### config.mk
export PLATFORM = sky130hd
export DESIGN_NAME = fp_int_mul_lanes
export DESIGN_NICKNAME = d
export VERILOG_FILES = /design/src/rtl/fp_int_mul_lanes.sv
export SDC_FILE = /design/constraint.sdc
export NUM_CORES = 1
export LEC_CHECK = 0
export ABC_CLOCK_PERIOD_IN_PS = 7300
export BUFFER_PORTS_ARGS = -buffer_cell sky130_fd_sc_hd__buf_2
export CORE_AREA = 3 3 161 163
export DETAILED_ROUTE_END_ITERATION = 16
export DIE_AREA = 0 0 164 166
export GPL_TIMING_DRIVEN = 0
export HOLD_SLACK_MARGIN = 0.08
export PLACE_DENSITY_LB_ADDON = 0.1
export SLEW_MARGIN = 10
export SYNTH_ARGS = -nofsm -noshare
export SYNTH_HDL_FRONTEND = slang
export SYNTH_SLANG_ARGS = --single-unit
### constraint.sdc
create_clock -name clk -period 7.3 [get_ports clk]
set_input_delay 1.46 -clock clk [delete_from_list [all_inputs] [get_ports clk]]
set_output_delay 1.46 -clock clk [all_outputs]
set_load 0.05 [all_outputs]
### src/rtl/fp_int_mul_lanes.sv
// Bit-serial FP16 x signed-INT multiplier with LANES weight lanes sharing one activation.
// Each lane accumulates mantissa shifts LSB first; the MSB beat subtracts (two's-complement weight).
module fp_int_mul_lanes #(
   parameter int ACT_WIDTH = 16,
   parameter int LANES     = 4,
   parameter int MAX_PREC  = 8,
   parameter int MANT_W    = 10 + MAX_PREC,
   parameter int PREC_W    = 4
) (
   input  logic                      clk,
   input  logic                      rst,
   input  logic [ACT_WIDTH-1:0]      act,
   input  logic [LANES-1:0]          w,
   input  logic                      valid,
   output logic                      in_ready,
   input  logic [PREC_W-1:0]         precision,
   output logic                      out_valid,
   input  logic                      out_ready,
   output logic [LANES-1:0]          sign_out,
   output logic [4:0]                exp_out,
   output logic [LANES*MANT_W-1:0]   mantissa_out
);

   localparam int CNT_W = $clog2(MAX_PREC + 1);
   localparam int ACC_W = MANT_W + 2;

   typedef enum logic {S_IDLE, S_ACC} state_t;

   state_t                          state_q, state_d;
   logic [CNT_W-1:0]                cnt_q, cnt_d;
   logic [CNT_W-1:0]                peff_q, peff_d;
   logic [ACT_WIDTH-1:0]            act_q, act_d;
   logic [LANES-1:0][ACC_W-1:0]     acc_q, acc_d;
   logic                            out_valid_q, out_valid_d;
   logic [LANES-1:0]                sign_q, sign_d;
   logic [4:0]                      exp_q, exp_d;
   logic [LANES*MANT_W-1:0]         mant_q, mant_d;

   logic                            beat, first, last;
   logic [CNT_W-1:0]                peff_in, peff_cur;
   logic [ACT_WIDTH-1:0]            act_cur;
   logic [10:0]                     m_cur;

   always_comb begin
      if (precision < PREC_W'(2))
         peff_in = CNT_W'(2);
      else if (precision > PREC_W'(MAX_PREC))
         peff_in = CNT_W'(MAX_PREC);
      else
         peff_in = CNT_W'(precision);
   end

   // On the first beat the live inputs are used, since they are only latched on that edge.
   always_comb begin
      in_ready = !out_valid_q || out_ready;
      beat     = valid && in_ready;
      first    = (state_q == S_IDLE);
      act_cur  = first ? act : act_q;
      peff_cur = first ? peff_in : peff_q;
      m_cur    = {act_cur[ACT_WIDTH-2 -: 5] != 5'd0, act_cur[9:0]};
      last     = beat && (cnt_q == peff_cur - CNT_W'(1));

      state_d  = state_q;
      cnt_d    = cnt_q;
      act_d    = act_q;
      peff_d   = peff_q;
      if (beat) begin
         state_d = last ? S_IDLE : S_ACC;
         cnt_d   = last ? '0 : cnt_q + CNT_W'(1);
         if (first) begin
            act_d  = act;
            peff_d = peff_in;
         end
      end

      exp_d       = last ? act_q[ACT_WIDTH-2 -: 5] : exp_q;
      out_valid_d = last || (out_valid_q && !out_ready);
   end

   genvar gi;
   generate
      for (gi = 0; gi < LANES; gi++) begin : g_lane
         logic [ACC_W-1:0]  term;
         logic [ACC_W-1:0]  sum;
         logic [MANT_W-1:0] mag;

         assign term = w[gi] ? (ACC_W'(m_cur) << cnt_q) : '0;
         assign sum  = last ? acc_q[gi] - term : acc_q[gi] + term;
         assign mag  = MANT_W'(sum[ACC_W-1] ? -sum : sum);

         assign acc_d[gi]  = !beat ? acc_q[gi] : (last ? '0 : sum);
         assign sign_d[gi] = last ? (act_q[ACT_WIDTH-1] ^ sum[ACC_W-1]) : sign_q[gi];
         assign mant_d[gi*MANT_W +: MANT_W] = last ? mag : mant_q[gi*MANT_W +: MANT_W];
      end
   endgenerate

   always_ff @(posedge clk) begin
      if (!rst) begin
         state_q     <= S_IDLE;
         cnt_q       <= '0;
         peff_q      <= '0;
         act_q       <= '0;
         acc_q       <= '0;
         out_valid_q <= 1'b0;
         sign_q      <= '0;
         exp_q       <= '0;
         mant_q      <= '0;
      end else begin
         state_q     <= state_d;
         cnt_q       <= cnt_d;
         peff_q      <= peff_d;
         act_q       <= act_d;
         acc_q       <= acc_d;
         out_valid_q <= out_valid_d;
         sign_q      <= sign_d;
         exp_q       <= exp_d;
         mant_q      <= mant_d;
      end
   end

   assign out_valid    = out_valid_q;
   assign sign_out     = sign_q;
   assign exp_out      = exp_q;
   assign mantissa_out = mant_q;

endmodule

# Yosys cells after proc, flatten, opt, wreduce, memory -nomap -nowiden
# Index checks and enable logic that the tools add are counted.
# op_classes
addsub	14
order_cmp	2
n_eq_ne	1
n_shift	1
n_mux	22
bitwise_logic	5
reduce_logical	9
# op_table
operator	count
20-bit two-way mux	12
20-bit adder	4
20-bit subtractor	4
18-bit two-way mux	4
18-bit negator	4
11-bit by 4-bit left shift with 20-bit output	1
4-bit two-way mux	4
15-bit two-way mux	1
5-bit nonzero test	1
4-bit by 1-bit adder with 4-bit output, second input constant	1
4-bit == test	1
4-bit greater-than comparator, second input constant	1
4-bit by 2-bit < comparator with 1-bit output, second input constant	1
4-bit by 1-bit subtractor with 4-bit output, second input constant	1
1-bit bitwise XOR	4
1-bit logical AND	3
1-bit zero test	2
1-bit logical OR	2
2-bit AND reduction	1
1-bit two-way mux	1
1-bit NOT	1
# totals
reg_bits	187
input_bits	28
out_inout_bits	83

# Depth between registers and ports, before layout
# logic_depth
depth_word	10
ltp_mapped	30

# Least setup slack after synthesis
# No wires, ideal clock.
# synth_path
path_type	in2reg
start	input port precision[0]
end	register mant_q[17] (netlist: mantissa_out[17])
setup_ns	0.086
arrival_ns	6.577
required_time_ns	7.214
slack_ns	0.638
stages	22
path_buffers	2
cell_sequence	inv_1 o41a_1 ha_1 xnor2_1 xnor2_1 nand3_1 nor2_1 clkbuf_1 buf_1 nor2_1 xor2_1 ha_1 nand2b_1 a21oi_1 o41ai_1 xor2_1 nor4b_1 nand4_1 nor4bb_1 a31oi_1 xor2_1 a211oi_1
# synth_via
elab_chain_cells	10
word_cells_on_any_way	11
# synth_lines
element	line_no	source
start, declared	16	input logic [PREC_W-1:0] precision,
4-bit greater-than comparator	47	else if (precision > PREC_W'(MAX_PREC))
4-bit two-way mux	47	
4-bit two-way mux (*)	45	if (precision < PREC_W'(2))
4-bit two-way mux (*)	n/a	
4-bit by 1-bit subtractor with 4-bit output (*)	61	last = beat && (cnt_q == peff_cur - CNT_W'(1));
4-bit == test (*)	61	
1-bit logical AND (*)	61	
20-bit two-way mux	88	assign sum = last ? acc_q[gi] - term : acc_q[gi] + term;
18-bit negator	89	assign mag = MANT_W'(sum[ACC_W-1] ? -sum : sum);
18-bit two-way mux	89	
end signal, assigned	117	mant_q <= mant_d;
end, declared	37	logic [LANES*MANT_W-1:0] mant_q, mant_d;
# Every way passes the cells marked *; elsewhere a longest branch is shown, timed or not.
# A chain may end at the register's enable or synchronous reset.

# Worst setup path in the final report
# layout_path
start	input port precision[0]
end	register mant_q[71] (netlist: mantissa_out[71])
# The elaborated chain is that of the path after synthesis.

==> metrics.md <==
| Metric | Value |
|---|---|
| Synth Cell Area | 15100 um^2 |
| Kind of critical path | input port to register |
| CP max-delay cell | clkbuf_1 |
| DR vias/cell | 6.90 |
| Cell Rows | 57 |
| Nets | 2292 |
| Finished Layout Cells | 2514 |
| Max incr delay on CP | 0.53 ns |
| Worst-path fanout max | 10 |
| Vias in the first global route | 15800 |
| Width of the die | 164 um |
| Gpl congestion | 1.09 |
| Remaining DRCs | 0 |
| Clock skew | 0.0190 ns |
| Tcrit/Tclk final | 0.990 |
| Adder-cell share of the synthesized area | 0.0763 |
| Clock-pin slew on the worst setup and hold paths | 0.08 ns |
| Status | finished clean |
| Die area | 27200 um^2 |
| Top Ports | 111 |
| First-pass GRT wire length | 90300 um |
| Critical path required time | 7.63 ns |
| # port buffers | 107 |
| Worst Setup Start Kind | input port |
| Final WL | 60000 um |
| Xor/xnor cell area share of the yosys netlist | 0.0713 |
| Worst path bufs/invs | 4 |
| Mapped Cells | 2047 |
| Hold path depth | 2 |
| Register area | 3740 um^2 |
| DP HPWL | 44800 um |
| Max Root-Sink Buffers | 2 |
| Worst ir drop on vdd | 0.000287 V |
| Clock Sinks | 187 |
| Core Box Area | 24500 um^2 |
| Ys async rst share | 0 |
| Synth Area in Compound Gates | 0.260 |
| Setup TNS | 0 ns |
| Slew Limit Fails | 0 |
| Worst R2R Path Depth | 25 |
| Htree depth | 4 |
| Worst hold path type | register to register |
| Top cell by count, worst path | xnor2_1 |
| Synth cell types | 85 |
| Simple-gate portion of the synthesized area | 0.257 |
| #FFs+latches synth | 187 |
| Dpl ws | -1.59 ns |
| Slew at the pin closest to its max-slew limit | 1.29 ns |
| Main combinational cell family by area after synthesis | compound AO/OA/AOI/OAI gates |
| Fillers | 2075 |
| CTS root buf | clkbuf_16 |
| WP data arrival | 7.56 ns |
| Setup-failing EPs final | 0 |
| Total gr overflow | 0 |
| Routed WL per cell | 23.9 um |
| Post-Syn Nets | 2165 |
| Post-synth EDFFs | 0 |
| Hold Violations, Final | 0 |
| Starting Density | 0.619 |
| Num CTS Buffers | 17 |
| PD cells | 385 nW/um^2 |
| Post-route minimum period | 7.22 ns |
| Clk_lat worst skew | 0.47 ns |
| Max Freq | 138 MHz |
| Dpl cells | 2478 |
| Cell family with most CP delay | compound AO/OA/AOI/OAI gates |
| Die height | 166 um |
| Crit path cell chain | buf_2, inv_1, o41a_1, ha_1, xnor2_1, xnor2_1, nand3_1, or2_2, clkbuf_2, clkbuf_1, o21ai_0, a32oi_2, ha_1, a21oi_1, nand4_1, a41oi_1, xnor2_1, nor3_2, or3b_2, o41ai_1, xor2_1, o21ai_0 |
| First-pass DRT Iterations | 7 |
| Remaining antenna violation count after routing | 0 |
| Initial antenna violation count | 1 |
| Worst setup margin | 0.0755 ns |
| Placed Area | 16100 um^2 |
| Maximum capacitance violations | 0 |
| Number of cells on the critical path | 22 |
| Area grow syn2layout | 12.7% |
| RSZ-0062 raised after global routing | true |
| Largest net degree at the start of global routing | 20 |
| Max-slew headroom | 0.135 |
| Syn Area/Cell | 7.40 um^2 |
| Multi-input logic area | 11000 um^2 |
| Worst Setup End Kind | register |
| Post-synthesis mux area share | 0.0411 |
| Hold buffers post-CTS | 0 |
| Via Count | 17300 |
| CTS tree | done |
| Static Leak | 6.95 nW |
| Final Cell Area | 17100 um^2 |
| Top_reg_cell synth | dfxtp_1 |
| Share of cells above drive strength 1 | 0.123 |
| First-iteration detailed-routing DRC count | 2576 |
| GRT Total Usage | 0.425 |
| Yosys warning total | 0 |
| Register area share after synthesis | 0.247 |
-- cell families (layout without fill, tap and decap cells) --
| logic type | count (synthesis) | count (layout) |
|---|---|---|
| xor+xnor | 120 | 120 |
| simple gates | 818 | 818 |
| fa+ha+maj | 90 | 90 |
| buf+inv | 183 | 323 |
| compound gates | 613 | 613 |
| other cells | 0 | 3 |
| flops | 187 | 187 |
| mux | 36 | 36 |
-- tightest hold or removal path, stage by stage (launching register included) --
cell,delay (ns)
dfxtp_1,0.31
nand2_1,0.05
a21oi_1,0.05
-- cell type report --
| cell class | instances | share of cell area |
|---|---|---|
| Multi-Input combinational cell | 1677 | 0.646 |
| Tap cell | 324 | 0.0237 |
| Antenna cell | 3 | 0.000440 |
| Timing Repair Buffer | 109 | 0.0330 |
| Inverter | 44 | 0.00968 |
| Clock inverter | 14 | 0.00858 |
| Buffer | 138 | 0.0339 |
| Clock buffer | 18 | 0.0257 |
| Sequential cell | 187 | 0.219 |
-- metal layers --
metal	vias to the layer above	track usage	share of wire
li1	7733	-	-
met1	8102	0.557	0.38
met2	1240	0.639	0.42
met3	269	0.118	0.14
met4	0	0.217	0.061
met5	-	0	0
-- cells in the mapped netlist, types with 8 or more instances --
| cell type | n | share of area |
|---|---|---|
| a211oi_1 | 35 | 0.017 |
| a21o_1 | 31 | 0.015 |
| a21oi_1 | 233 | 0.077 |
| a22oi_1 | 18 | 0.0089 |
| a311oi_1 | 13 | 0.0075 |
| a31oi_1 | 31 | 0.013 |
| and2_1 | 10 | 0.0041 |
| and3_1 | 17 | 0.0070 |
| buf_1 | 21 | 0.0052 |
| clkbuf_1 | 109 | 0.027 |
| dfxtp_1 | 187 | 0.25 |
| ha_1 | 86 | 0.071 |
| inv_1 | 42 | 0.010 |
| mux2_2 | 10 | 0.0074 |
| mux4_2 | 20 | 0.030 |
| nand2_1 | 258 | 0.064 |
| nand2b_1 | 31 | 0.013 |
| nand3_1 | 92 | 0.030 |
| nand3b_1 | 8 | 0.0040 |
| nand4_1 | 27 | 0.011 |
| nor2_1 | 197 | 0.049 |
| nor2b_1 | 13 | 0.0054 |
| nor3_1 | 72 | 0.024 |
| nor3b_1 | 9 | 0.0045 |
| o2111ai_1 | 8 | 0.0046 |
| o211ai_1 | 21 | 0.010 |
| o21a_1 | 19 | 0.0094 |
| o21ai_0 | 83 | 0.027 |
| o22a_1 | 25 | 0.014 |
| o31ai_1 | 11 | 0.0055 |
| or2_2 | 15 | 0.0062 |
| or3_1 | 32 | 0.013 |
| or4_1 | 12 | 0.0059 |
| xnor2_1 | 50 | 0.029 |
| xor2_1 | 68 | 0.039 |
-- cell usage in the layout, fill, tap and decap left out, drive strengths merged, types with 7 or more instances in the layout --
cell     count
nand2b      31
a22oi       18
and3        17
clkbuf     129
dfxtp      187
or4         12
mux2        10
clkinv       7
o22a        25
o2111ai      8
and2        10
o21ai       87
or3         32
a311oi      13
a211oi      36
a32oi        8
nor2b       13
nand4       27
a21o        31
nand2      258
a31oi       32
nor3        74
nand3       92
nor2       197
buf        136
a21oi      233
o211ai      21
xnor2       50
a21boi       8
mux4        20
nand3b       8
ha          86
or2         15
nor3b        9
xor2        68
o31ai       11
o21a        19
inv         51
-- sequential cells by signal, summed over array words and instances (netlist names) --
register and cells:
mantissa_out 72, peff_q 4, sign_out 4, cnt_q 4, state_q 1, act_q 16
exp_out 5, acc_q 80, out_valid 1
-- timing repair --
| action | CTS | global route |
|---|---|---|
| setup buffers | 0 | 2 |
| setup endpoints to repair | 89 | 78 |
| cloned | 0 | 0 |
| resized for setup | 34 | 60 |
| pin swaps | 0 | 3 |
-- where the power goes --
group	switching, mW	total, mW	internal [mW]
clock network	0.502	0.970	0.468
registers	0.104	1.29	1.19
logic	2.76	4.31	1.55
total	3.37	6.57	3.21
-- per-stage QoR --
step	util	hold slack, ns	total power [mW]
5_1_grt	0.698	0.471	6.94
4_1_cts	0.687	0.456	6.26
3_3_place_gp	0.658	0.435	5.16
3_5_place_dp	0.658	0.443	5.24
2_1_floorplan	-	0.436	4.30
6_report	0.698	0.455	6.57
-- worst paths after layout --
path,start,endpoint,slack (ns)
worst max-delay path,precision[0],mantissa_out[71],0.08
worst max register to register,state_q,mantissa_out[71],0.14
worst min register to register,mantissa_out[32],mantissa_out[32],0.46
worst min-delay path,mantissa_out[32],mantissa_out[32],0.46
Power figures use the tool's default switching activity.
